$ cat src/rtl/inhibitor_bank.sv
// Multi-channel registered inhibitor with per-channel re-arm hold-off and
// saturating per-channel counters of suppressed 1-samples.
module inhibitor_bank #(
  parameter int unsigned WIDTH   = 8,
  parameter int unsigned HOLDOFF = 4,
  parameter int unsigned CNT_W   = 8,
  localparam int unsigned SEL_W  = (WIDTH > 1) ? $clog2(WIDTH) : 1
) (
  input  logic             clk,
  input  logic             reset,
  input  logic [WIDTH-1:0] in,
  input  logic [WIDTH-1:0] enable_l,
  input  logic             global_enable_l,
  input  logic [SEL_W-1:0] count_sel,
  input  logic             count_clr,
  output logic [WIDTH-1:0] out,
  output logic [WIDTH-1:0] inhibited,
  output logic [CNT_W-1:0] blocked_count
);

  localparam int unsigned HC_W = (HOLDOFF > 0) ? $clog2(HOLDOFF + 1) : 1;

  typedef enum logic [1:0] {
    PASS    = 2'd0,
    INHIBIT = 2'd1,
    HOLD    = 2'd2
  } state_t;

  state_t           state_q [WIDTH];
  state_t           state_d [WIDTH];
  logic [HC_W-1:0]  hcnt_q  [WIDTH];
  logic [HC_W-1:0]  hcnt_d  [WIDTH];
  logic [CNT_W-1:0] bcnt_q  [WIDTH];
  logic [CNT_W-1:0] bcnt_d  [WIDTH];
  logic [WIDTH-1:0] eff_inh;
  logic [WIDTH-1:0] pass_d;

  assign eff_inh = enable_l | {WIDTH{global_enable_l}};

  // Per-channel next state, hold countdown and blocked-event counting
  always_comb begin
    pass_d = '0;
    for (int i = 0; i < WIDTH; i++) begin
      state_d[i] = state_q[i];
      hcnt_d[i]  = hcnt_q[i];
      bcnt_d[i]  = bcnt_q[i];

      case (state_q[i])
        PASS: begin
          if (eff_inh[i]) state_d[i] = INHIBIT;
        end
        INHIBIT: begin
          if (!eff_inh[i]) begin
            if (HOLDOFF == 0) begin
              state_d[i] = PASS;
            end else begin
              state_d[i] = HOLD;
              hcnt_d[i]  = HC_W'(HOLDOFF - 1);
            end
          end
        end
        HOLD: begin
          if (eff_inh[i]) begin
            state_d[i] = INHIBIT;
            hcnt_d[i]  = '0;
          end else if (hcnt_q[i] == '0) begin
            state_d[i] = PASS;
          end else begin
            hcnt_d[i] = hcnt_q[i] - HC_W'(1);
          end
        end
        default: state_d[i] = INHIBIT;
      endcase

      pass_d[i] = (state_d[i] == PASS);

      if (in[i] && !pass_d[i] && (bcnt_q[i] != '1)) begin
        bcnt_d[i] = bcnt_q[i] + CNT_W'(1);
      end
      // Clear wins over a same-edge increment; out-of-range selects match nothing
      if (count_clr && (count_sel == SEL_W'(i))) begin
        bcnt_d[i] = '0;
      end
    end
  end

  always_ff @(posedge clk or posedge reset) begin
    if (reset) begin
      for (int i = 0; i < WIDTH; i++) begin
        state_q[i] <= INHIBIT;
        hcnt_q[i]  <= '0;
        bcnt_q[i]  <= '0;
      end
      out       <= '0;
      inhibited <= '1;
    end else begin
      for (int i = 0; i < WIDTH; i++) begin
        state_q[i] <= state_d[i];
        hcnt_q[i]  <= hcnt_d[i];
        bcnt_q[i]  <= bcnt_d[i];
      end
      out       <= in & pass_d;
      inhibited <= ~pass_d;
    end
  end

  // Counter read port; selects beyond the last channel read as zero
  always_comb begin
    blocked_count = '0;
    for (int i = 0; i < WIDTH; i++) begin
      if (count_sel == SEL_W'(i)) blocked_count = bcnt_q[i];
    end
  end

endmodule

$ cat config.mk
export PLATFORM = sky130hd
export DESIGN_NAME = inhibitor_bank
export DESIGN_NICKNAME = d
export VERILOG_FILES = /design/src/rtl/inhibitor_bank.sv
export SDC_FILE = /design/constraint.sdc
export NUM_CORES = 1
export LEC_CHECK = 0
export CORE_UTILIZATION = 60
export CTS_CLUSTER_DIAMETER = 80
export CTS_CLUSTER_SIZE = 20
export DETAILED_ROUTE_END_ITERATION = 6
export GPL_ROUTABILITY_DRIVEN = 0
export GPL_TIMING_DRIVEN = 0
export MAX_ROUTING_LAYER = met4
export PLACE_DENSITY = 0.81
export SLEW_MARGIN = 30
export SYNTH_ARGS = -nofsm -noshare
export SYNTH_HDL_FRONTEND = slang
export SYNTH_SLANG_ARGS = --single-unit
$ cat constraint.sdc
create_clock -name clk -period 5.4 [get_ports clk]
set_input_delay 1.08 -clock clk [delete_from_list [all_inputs] [get_ports clk]]
set_output_delay 1.08 -clock clk [all_outputs]
set_load 0.01 [all_outputs]
; Word-level counts from Yosys, hierarchy flattened
; Cells that the tools add are included.
[word_totals]
regBits = 120
input_bits = 23
wordCells = 269
[classes]
addsub = 16
n_eq_ne = 47
muxes = 96
n_bitwise = 3
n_reduce_logical = 81
[ops]
columns = op, count
row1 = two-way mux 8 bit, 24
row2 = two-way mux 3 bit, 24
row3 = "adder 8 x 1 -> 8 bit, second input constant", 8
row4 = two-way mux 2 bit, 32
row5 = "!= test 8 bit, second input constant", 8
row6 = one-hot mux 2 bit (3 select lines), 8
row7 = one-hot mux 3 bit (2 select lines), 8
row8 = logical NOT 2 bit, 16
row9 = nonzero test 2 bit, 16
row10 = logical NOT 3 bit, 9
row11 = logical AND 1 bit, 24
row12 = "!= test 3 bit, second input constant", 8
row13 = AND reduction 3 bit, 8
row14 = "subtractor 3 x 1 -> 3 bit, second input constant", 8
row15 = "== test 2 x 1 -> 1 bit, second input constant", 8
row16 = "== test 2 bit, second input constant", 8
row17 = "!= test 2 bit, second input constant", 8
row18 = "== test 3 bit, second input constant", 4
row19 = bitwise AND 8 bit, 1
row20 = logical NOT 1 bit, 8
row21 = inverter 8 bit, 1
row22 = bitwise OR 8 bit, 1
row23 = "== test 3 x 2 -> 1 bit, second input constant", 2
row24 = "== test 3 x 1 -> 1 bit, second input constant", 1

; Depth between registers and ports, before layout
[logic_depth]
word_depth = 10
depth_mapped = 8
ltp_nobuf = 7

; Worst setup path after synthesis
; OpenSTA, ideal clock, no wires.
[synth_path]
path_type = input-to-output
start = in count_sel[1]
end = out blocked_count[7]
arrival_time_ps = 2184
slack_ps = 2136
stages = 6
path_buffers = 1
cell_sequence = buf_2 > mux2_2 > a221oi_1 > nand2_1 > a21oi_1 > a21oi_1
[synth_between]
elab_chain_len = 9
word_cells_on_any_way = 16
cone_classes = 7 x eq/ne / 8 x mux / 1 x reduce/logical
[synth_lines]
columns = item, line
row1 = from (decl), 14  ; input logic [SEL_W-1:0] count_sel,
row2 = logical NOT 3 bit, 111  ; if (count_sel == SEL_W'(i)) blocked_count = bcnt_q[i];
row3 = two-way mux 8 bit (7 in series), 111
row4 = two-way mux 8 bit (*), 111
row5 = to (decl), 18  ; output logic [CNT_W-1:0] blocked_count
; Mark *: on every way between the ends. The rest lies on a longest branch, timed or not.

; Worst setup path after layout
; Ends and elaborated chain as after synthesis.

==> metrics.md <==
| Metric | Value |
|---|---|
| Outcome | `completed` |
| Via count | `6,081` |
| IR drop worst, VDD | `0.348 mV` |
| Post-synthesis mux area share | `0.0414` |
| Starting Density | `0.614` |
| Fin nets | `roughly 880` |
| Detail Placement HPWL | `around 11 mm` |
| Cts hold-fix bufs | `0` |
| Clock Path Buffers | `2` |
| Post-Synth XOR/XNOR Area | `0.0402` |
| CP max stage delay | `just under 0.6 ns` |
| Synth Area in Compound Gates | `0.147` |
| Slew @ Worst Pin | `~0.65 ns` |
| CTS buffer count | `17` |
| Fin Hold WS | `between 0.5 and 0.6 ns` |
| Area after DPL | `around 0.0076 mm2` |
| Detailed-route wire length | `around 16 mm` |
| Root buf cell | `clkbuf_16` |
| Dpl cells | `about 950` |
| CP max FO | `10` |
| Seq cells post-synth | `120` |
| Mean Syn Cell Area | `just over 9 um2` |
| Total track usage | `0.289` |
| CP Class | `input port to output pin` |
| Die width | `between 100 and 150 um` |
| Port Buffers | `43` |
| Cts repair resizes | `0` |
| Vias in the first global route | `5,555` |
| Fmax | `about 210 MHz` |
| Clock Pin Slew Worst Setup and Hold Paths | `roughly 0.050 ns` |
| Crit end category | `output pin` |
| CTS sink count | `120` |
| Leak Pwr | `3.75 nW` |
| Aggregate global routing overflow | `0` |
| Normalized max-slew margin | `0.564` |
| Synth Area in Simple Gates | `0.252` |
| Kind of cell adding the most delay to the critical path | `buffers and inverters` |
| Post-Synth Adder-Cell Area | `0.0430` |
| Worst Path Required | `~4.3 ns` |
| Ant. Diodes | `0` |
| Hold crit path type | `flop to flop` |
| Yosys warns | `0` |
| Netlist cell types | `between 50 and 60` |
| Die Ht | `about 110 um` |
| Unrepaired setup endpoints after global routing | `no` |
| Non-filler cells, final | `approximately 980` |
| Cell Area, Synth | `between 0.006 and 0.007 mm2` |
| Fin Setup TNS | `0 ns` |
| Async SR Flop Fraction | `1.00` |
| Top FF cell, synth | `dfrtp_1` |
| Critical path buffers and inverters | `3` |
| DR iter-0 viols | `332` |
| Clock skew | `0.00539 ns` |
| CP max stage cell | `clkdlybuf4s50_1` |
| Max_cap viols | `0` |
| I/O Pins | `47` |
| Post-Syn Instances | `~770` |
| Row cnt | `39` |
| Synth Net Count | `812` |
| Minimum clock period | `~4.7 ns` |
| Die area | `0.0121 mm2` |
| Post-synth EDFFs | `0` |
| CP arrival | `approximately 3.7 ns` |
| Post-route DRC | `0` |
| TritonCTS clock tree | `done` |
| Seq/Total Area, Yosys | `0.433` |
| Area delta synth->final | `17.6%` |
| Endpoints failing hold | `0` |
| DRT Pass-1 Iters | `5` |
| Later-pin clock latency in the skew report | `0.42 ns` |
| Ratio of final minimum period to clock period | `0.878` |
| Core Footprint | `approximately 0.011 mm2` |
| Post-layout instance area | `between 0.008 and 0.009 mm2` |
| CP Cell Sequence | `clkdlybuf4s50_1 -> buf_2 -> mux2_2 -> a221oi_1 -> nand2_1 -> a21oi_1 -> a21oi_1 -> clkdlybuf4s50_1` |
| ANT nets after route | `0` |
| Pwr/cell area | `around 370 mW/mm2` |
| First-pass GRT wire length | `~26 mm` |
| Fin. max-slew vios | `0` |
| Via density | `roughly 6` |
| H-tree levels | `4` |
| Initial antenna violation count | `0` |
| Largest family of logic cells by synthesized area | `simple AND/OR/NAND/NOR gates` |
| Drt wl/cell | `approximately 16 um` |
| Startpoint types | `input port` |
| Share of cells above drive strength 1 | `0.109` |
| # setup viols final | `0` |
| Post-CTS Setup Inserts | `0` |
| Maximum number of pins on one net before global-route repair | `64` |
## cells by family after synthesis
group | Yosys count
flip-flops | 120
adder cells (fa/ha/maj) | 24
XOR/XNOR | 32
AO/OA/AOI/OAI | 156
buffers and inverters | 67
AND/OR/NAND/NOR | 338
multiplexers | 28
## worst register-to-register path, delay by kind of cell (launching register included)
family          cells  cell delay [ns]
flops               1             0.40
simple gates        3             0.41
buf+inv             2             0.28
mux                 1             0.33
compound gates      1             0.35
fa+ha+maj           1             0.16
## final timing paths
check / start / end / slack [ns] / depth (start not counted)
max: count_sel[1] / blocked_count[7] / 0.66 / 8
min: state_q[14] / state_q[14] / 0.50 / 2
max reg2reg: hcnt_q[9] / bcnt_q[29] / 3.36 / 8
min reg2reg: state_q[14] / state_q[14] / 0.50 / 2
max in group asynchronous: reset / inhibited[7] / 3.64 / 3
min in group asynchronous: reset / out[5] / 1.09 / 2
## routing by layer
| metal | part of all wire | GRT usage | vias up | wire [um] |
|---|---|---|---|---|
| met5 | 0 | - | - | 0 |
| met4 | 0.020 | 0.110 | 0 | 314 |
| met3 | 0.061 | 0.0765 | 30 | 957 |
| met2 | 0.48 | 0.453 | 205 | 7640 |
| met1 | 0.44 | 0.359 | 2930 | 6870 |
| li1 | - | - | 2916 | - |
## report_power, final
group	total, W	internal, W	switching, W
logic	0.000641	0.000298	0.000343
registers	0.00132	0.00107	0.000250
clock network	0.00110	0.000709	0.000393
total	0.00306	0.00207	0.000985
## layout make-up
type / instances / area (um2)
multi-input combinational: 578 / 3660
fill: 836 / 3160
sequential: 120 / 3020
clock buffer: 23 / 478
timing repair buffer: 44 / 458
tap: 143 / 179
buffer: 28 / 154
inverter: 39 / 154
clock inverter: 9 / 97.6
## placed cells by master (no fill, tap or decap), types with 4 or more instances in the layout
master | synthesis | final
a211o_1 | 6 | 6
a211oi_1 | 5 | 5
a21oi_1 | 44 | 44
a22oi_1 | 12 | 12
a31oi_1 | 7 | 7
and3_1 | 18 | 18
and4_1 | 9 | 9
buf_2 | 12 | 12
buf_6 | 4 | 4
clkbuf_1 | 9 | 12
clkbuf_16 | 0 | 17
clkdlybuf4s50_1 | 0 | 43
clkinv_2 | 0 | 6
dfrtp_1 | 104 | 104
dfstp_2 | 16 | 16
ha_1 | 24 | 24
inv_1 | 39 | 38
mux2_2 | 7 | 7
mux2i_1 | 21 | 21
nand2_1 | 63 | 63
nand2b_1 | 18 | 18
nand3_1 | 41 | 41
nand3_2 | 4 | 4
nand4_1 | 40 | 40
nor2_1 | 93 | 93
nor2b_1 | 9 | 9
nor3_1 | 10 | 8
nor3b_1 | 4 | 4
o211ai_1 | 8 | 8
o21ai_0 | 38 | 38
o221ai_1 | 14 | 14
o311ai_0 | 7 | 7
or2_2 | 5 | 5
or3_1 | 4 | 4
or4_1 | 8 | 8
xor2_1 | 29 | 29
## state kept, by name (all words and copies together) (netlist names)
signal and count:
bcnt_q 64, hcnt_q 24, state_q 16, inhibited 8, out 8
## stage by stage
step / power [W] / utilization / worst slack [ns]
floorplan: 0.00171 / - / 1.16
global placement: 0.00190 / 0.667 / -0.501
detailed placement: 0.00195 / 0.670 / 0.768
CTS: 0.00307 / 0.721 / 0.752
global route: 0.00322 / 0.722 / 0.617
finish: 0.00306 / 0.722 / 0.657
## cell usage after synthesis (all sizes together) (6+ instances only)
library cell / count / area share
a31oi: 7 / 0.0063
inv: 39 / 0.021
nand2: 63 / 0.034
o311ai: 7 / 0.0088
mux2: 7 / 0.011
o21ai: 38 / 0.027
xor2: 29 / 0.036
nand4: 41 / 0.038
a22oi: 12 / 0.013
nor2: 93 / 0.050
mux2i: 21 / 0.030
nor2b: 9 / 0.0081
or2: 9 / 0.0084
a211o: 8 / 0.011
a211oi: 6 / 0.0072
and3: 18 / 0.016
a21oi: 44 / 0.032
nor3: 10 / 0.0072
o211ai: 8 / 0.0086
o221ai: 14 / 0.018
buf: 19 / 0.017
nand3: 48 / 0.043
or4: 8 / 0.0086
nand2b: 18 / 0.016
dfstp: 16 / 0.060
and4: 9 / 0.011
clkbuf: 9 / 0.0048
dfrtp: 104 / 0.37
ha: 24 / 0.043
(Power assumes the default switching activity.)
